### config.mk
export PLATFORM = sky130hd
export DESIGN_NAME = composite_pixel_fetch
export DESIGN_NICKNAME = d
export VERILOG_FILES = /design/src/rtl/composite_pixel_fetch.sv
export SDC_FILE = /design/constraint.sdc
export NUM_CORES = 1
export LEC_CHECK = 0
export CAP_MARGIN = 20
export CORE_MARGIN = 4
export CORE_UTILIZATION = 30
export DETAILED_ROUTE_END_ITERATION = 16
export GPL_TIMING_DRIVEN = 0
export SLEW_MARGIN = 15
export SYNTH_ARGS = -nofsm -noshare
export SYNTH_HDL_FRONTEND = slang
export SYNTH_SLANG_ARGS = --single-unit
### constraint.sdc
create_clock -name clk -period 2.22 [get_ports clk]
set_clock_uncertainty 0.2 [all_clocks]
set_input_delay 0.666 -clock clk [delete_from_list [all_inputs] [get_ports clk]]
set_output_delay 0.666 -clock clk [all_outputs]
set_load 0.02 [all_outputs]
### src/rtl/composite_pixel_fetch.sv
// composite_pixel_fetch: scaled line-buffer fetch -> palette lookup -> RGB444; 3 cycles strobe-to-RGB, no backpressure.
// Define COMPOSITE_FETCH_HSCALE_EN for fractional hscale stepping; otherwise the address tracks the pixel index.
module composite_pixel_fetch #(
  parameter int LB_AW         = 10,
  parameter int ACTIVE_PIXELS = 640
) (
  input  logic             clk,
  input  logic             rst_n,
  input  logic             next_frame,
  input  logic             next_line,
  input  logic             next_pixel,
  input  logic [7:0]       hscale,
  input  logic [9:0]       hstart,
  input  logic [9:0]       hstop,
  input  logic [7:0]       border_color,
  output logic             lb_bank,
  output logic [LB_AW-1:0] lb_rd_addr,
  input  logic [7:0]       lb_rd_data,
  output logic [7:0]       pal_addr,
  input  logic [11:0]      pal_data,
  output logic [11:0]      palette_rgb_data
);

  localparam logic [9:0] PIX_MAX = ACTIVE_PIXELS[9:0];

  logic             phase;
  logic             strobe;
  logic             line_ok;
  logic [9:0]       pix_idx;
  logic [9:0]       hstart_q;
  logic [9:0]       hstop_q;
  logic [7:0]       border_q;
  logic             win1;
  logic             act1;
  logic             act2;
  logic             in_window;
  logic [LB_AW-1:0] addr_cur;

  // Nothing is fetched after reset until a line start has latched a fresh config.
  assign strobe    = next_pixel & phase & ~next_line & line_ok;
  assign in_window = (pix_idx >= hstart_q) && (pix_idx < hstop_q);

`ifdef COMPOSITE_FETCH_HSCALE_EN
  localparam int ACC_W = LB_AW + 7;
  logic [ACC_W-1:0] acc;
  logic [7:0]       hscale_q;

  always_ff @(posedge clk or negedge rst_n) begin
    if (!rst_n) begin
      acc      <= '0;
      hscale_q <= 8'd128;
    end else if (next_line) begin
      acc      <= '0;
      hscale_q <= hscale;
    end else if (strobe) begin
      acc      <= acc + {{(ACC_W-8){1'b0}}, hscale_q};
    end
  end

  assign addr_cur = acc[ACC_W-1:7];
`else
  logic [LB_AW-1:0] acc;
  logic             unused_hscale;

  assign unused_hscale = ^hscale;

  always_ff @(posedge clk or negedge rst_n) begin
    if (!rst_n) begin
      acc <= '0;
    end else if (next_line) begin
      acc <= '0;
    end else if (strobe) begin
      acc <= acc + LB_AW'(1);
    end
  end

  assign addr_cur = acc;
`endif

  always_ff @(posedge clk or negedge rst_n) begin
    if (!rst_n) begin
      phase      <= 1'b0;
      line_ok    <= 1'b0;
      pix_idx    <= '0;
      hstart_q   <= '0;
      hstop_q    <= PIX_MAX;
      border_q   <= '0;
      lb_rd_addr <= '0;
      win1       <= 1'b0;
    end else if (next_line) begin
      // A coincident active clock is the first (phase 0) clock of the line.
      phase      <= next_pixel;
      line_ok    <= 1'b1;
      pix_idx    <= '0;
      hstart_q   <= hstart;
      hstop_q    <= hstop;
      border_q   <= border_color;
      lb_rd_addr <= '0;
      win1       <= 1'b0;
    end else begin
      if (next_pixel) phase <= ~phase;
      if (strobe) begin
        lb_rd_addr <= addr_cur;
        win1       <= in_window;
        if (pix_idx < PIX_MAX) pix_idx <= pix_idx + 10'd1;
      end
    end
  end

  always_ff @(posedge clk or negedge rst_n) begin
    if (!rst_n) begin
      act1             <= 1'b0;
      act2             <= 1'b0;
      pal_addr         <= '0;
      palette_rgb_data <= 12'h000;
      lb_bank          <= 1'b0;
    end else begin
      act1             <= next_pixel & (line_ok | next_line);
      act2             <= act1;
      pal_addr         <= (act1 & win1) ? lb_rd_data : border_q;
      palette_rgb_data <= act2 ? pal_data : 12'h000;
      if (next_frame)     lb_bank <= 1'b0;
      else if (next_line) lb_bank <= ~lb_bank;
    end
  end

endmodule

==> run_results.csv <==
group,metric,value,unit
outcome,outcome,"complete, no violations",
clock_network,worst_skew_pair.late_latency,0.33,ns
clock_network,post-cts-setup-buffers,0,
synthesis,synth.area.top_cells,"sky130_fd_sc_hd__dfrtp_1 (56%), sky130_fd_sc_hd__ha_1 (7.1%), sky130_fd_sc_hd__mux2_2 (5.5%)",
power,peakVddDrop,0.352,mV
place,place_worst_setup_slack,-0.238,ns
synthesis,synthDistinctLibCells,33,
finish,finalCoreUtilization,0.424,
route,drt-pass1-iter-count,4,
synthesis,synth_simple_gate_area_frac,0.146,
synthesis,netlist_top_cells_count,"sky130_fd_sc_hd__dfrtp_1 (82), sky130_fd_sc_hd__nand2_1 (49), sky130_fd_sc_hd__a21oi_1 (23)",
setup_path,cpMaxStageDelayCell,"sky130_fd_sc_hd__clkdlybuf4s50_1",
finish,stdcell_count,585,
setup_path,number_of_buffer_and_inverter_stages_on_the_critical_path,1,
floorplanning,ios,92,
power,power_per_cell_area,754,mW/mm2
sta,final.setup.worst_slack,0.0505,ns
clock_network,clkSlewWorstSetupHoldPaths,0.06,ns
route,detail_route.wl_per_cell,14.0,um
sta,slew_headroom,0.549,
setup_path,path_delay_family,"buffers and inverters",
finish,net_total_in_the_final_layout,515,
finish,final-seq-area,0.00210,mm2
sta,setup_viol_count_final,0,
synthesis,count_of_flip_flops_with_a_built_in_enable_after_synthesis,0,
setup_path,critical_path_arrival,1.30,ns
synthesis,yosys_top_cell_area_share,0.556,
setup_path,cp_cell_sequence,"clkdlybuf4s50_1",
place,dpl.cell_count,569,
synthesis,synth-async-reset-ratio,1.00,
clock_network,cts.root.buffer_cell,"sky130_fd_sc_hd__clkbuf_16",
synthesis,post_synth.cell_area_avg,10.9,um2
floorplanning,die-height,119,um
setup_path,cp-end-kind,"output pin",
global_routing,gr-usage-all-layers,0.126,
synthesis,synth.largest_area_cell,"sky130_fd_sc_hd__dfrtp_1",
global_routing,number_of_antenna_violations_at_the_first_check_in_global_routing,0,
sta,timing.final.crit_share,0.977,
finish,nFillCells,1139,
synthesis,synth-seq-area-share,0.570,
route,num_vias,2705,
clock_network,cts.hold.buffers_added,0,
synthesis,leading_register_cell_type_out_of_synthesis,"sky130_fd_sc_hd__dfrtp_1",
synthesis,main_combinational_cell_family_by_area_after_synthesis,"simple AND/OR/NAND/NOR gates",
clock_network,clock_sinks,84,
clock_network,clock_tree_from_tritoncts,"yes",
sta,slew_limit_fails,0,
global_routing,grt_first_pass_wirelength,14300,um
clock_network,clock_tree.htree_level_count,3,
synthesis,post_synth_instance_area,0.00369,mm2
synthesis,fraction_of_the_mapped_netlist_area_in_adder_cells,0.0712,
power,finalPower,3.84,mW
setup_path,cp.required,1.35,ns
route,wirelength,8180,um
setup_path,timing.critical_path.slowest_cell_delay,0.63,ns
clock_network,number_of_buffers_on_the_longest_clock_path,2,
sta,report.final.hold_viol_count,0,
sta,tightestPinTransition,0.677,ns
finish,multi_input_area,0.00146,mm2
synthesis,mappedNetlistNets,421,
synthesis,postSynthCellCount,339,
setup_path,worst_setup_path_start_kind,"flop",
route,ant_nets,0,
finish,final_antenna_diode_count,0,
synthesis,post_synth_mux_area_share,0.0549,
route,detail_route.iter0.violations,125,
floorplanning,core_area,0.0120,mm2
sta,fmax,461,MHz
route,viasPerCell,4.62,
place,detailedPlacementHpwl,5980,um
synthesis,synth-compound-area-share,0.0773,
finish,area_growth,37.9,%
sta,finalWorstPathRequiredPeriod,2.17,ns
setup_path,crit_path_max_fanout,2,
place,place.gp.congestion,0.771,
sta,rsz_0062_raised_after_global_routing,"true",
floorplanning,dieArea,0.0141,mm2
finish,drive_above_1_share,0.107,
floorplanning,fp-row-count,40,
worst_hold_path,hold_class,"input pin to asynchronous set/reset pin",
route,drt_drc_violations_left,0,
power,static-leakage-power,2.30,nW
floorplanning,floorplan.initialDensity,0.307,
setup_path,path_class,"flop to output pin",
global_routing,grt_pass1_vias,2876,
job,max_cap_violations,0,
synthesis,number_of_warnings_printed_during_yosys_synthesis,0,
global_routing,sum_of_overflow_across_all_layers_after_global_routing,0,
synthesis,synth_seq_cells,84,
clock_network,cts-buffers-inserted,9,
synthesis,most_instantiated_library_cell_after_synthesis,"sky130_fd_sc_hd__dfrtp_1",
synthesis,synth_xor_xnor_area_share,0.0451,
place,placement.io_buffers,82,
global_routing,grt_start_max_net_pins,62,
sta,tns,0,ns
floorplanning,die_w,119,um
-- what timing repair did --
action / CTS / global route
endpoints found under the hold margin: 0 / 0
endpoints found under the setup margin: 0 / 11
resized for setup: 0 / 6
-- registers in the layout, summed over array words and instances (netlist names) --
register          cells
hstop_q              10
phase                 1
palette_rgb_data     12
pal_addr              8
acc                  10
act2                  1
border_q              8
hstart_q             10
win1                  1
line_ok               1
pix_idx              10
lb_rd_addr           10
act1                  1
lb_bank               1
-- power by group --
part | internal [mW] | leakage (nW) | switching [mW] | total, mW
Sequential | 1.62 | 1.07 | 0.0416 | 1.66
Clock | 1.13 | 0.169 | 0.596 | 1.73
Combinational | 0.227 | 1.07 | 0.221 | 0.449
-- path summary, 6_finish.rpt --
check	cells past startpoint	slack, ns	to	start
worst min-delay path	1	0.04	hstart_q[5]$_DFFE_PN0P_	rst_n
worst max-delay path	1	0.05	lb_rd_addr[2]	lb_rd_addr[2]$_DFFE_PN0P_
max in group asynchronous	2	1.15	hstop_q[9]$_DFFE_PN1P_	rst_n
worst max register to register	7	0.36	win1$_DFFE_PN0P_	pix_idx[0]$_DFFE_PN0P_
min in group clk	0	0.18	act2$_DFF_PN0_	act1$_DFF_PN0_
worst min register to register	0	0.18	act2$_DFF_PN0_	act1$_DFF_PN0_
-- stage by stage --
stage                     cell area (um2)  hold WS (ns)
final                                5090        0.0395
after global routing                 5090        0.0538
after CTS                            5070        0.0421
after detailed placement             4720         0.165
after global placement               4700         0.166
after floorplan                      3690         0.154
-- metal layers --
metal  up-vias  wire [um]  global-route usage
li1       1328          -                   -
met1      1303       3630               0.158
met2        56       3880               0.198
met3        18        431              0.0342
met4         0        248              0.0673
met5         -          0                   0
-- final cells by class --
cell class	instances	area share
plain buffers	13	0.0108
clock buffers	10	0.0470
clock inverters	6	0.0219
inverters	21	0.0155
multi-input cells	221	0.287
flip-flops and latches	84	0.413
well taps	147	0.0361
repair buffers	83	0.168
-- logic make-up (layout without fill, tap and decap cells) --
group / count (synthesis) / after routing
AO/OA/AOI/OAI: 51 / 51
flip-flops: 84 / 84
XOR/XNOR: 19 / 19
buffers and inverters: 34 / 133
multiplexers: 18 / 18
AND/OR/NAND/NOR: 112 / 112
adder cells (fa/ha/maj): 21 / 21
-- cells in the final DEF, fill, tap and decap left out, drive strengths merged, types with 3 or more instances in the layout --
master	count
dfrtp	82
clkdlybuf4s50	77
nand2	49
a21oi	23
inv	21
ha	21
o21ai	21
nor2	20
clkbuf	19
mux2	18
and2	14
xor2	12
nand4	9
xnor2	7
nand3	7
buf	6
and3	4
dlymetal6s2s	4
nand2b	3
bufinv	3
Power figures use the tool's default switching activity.
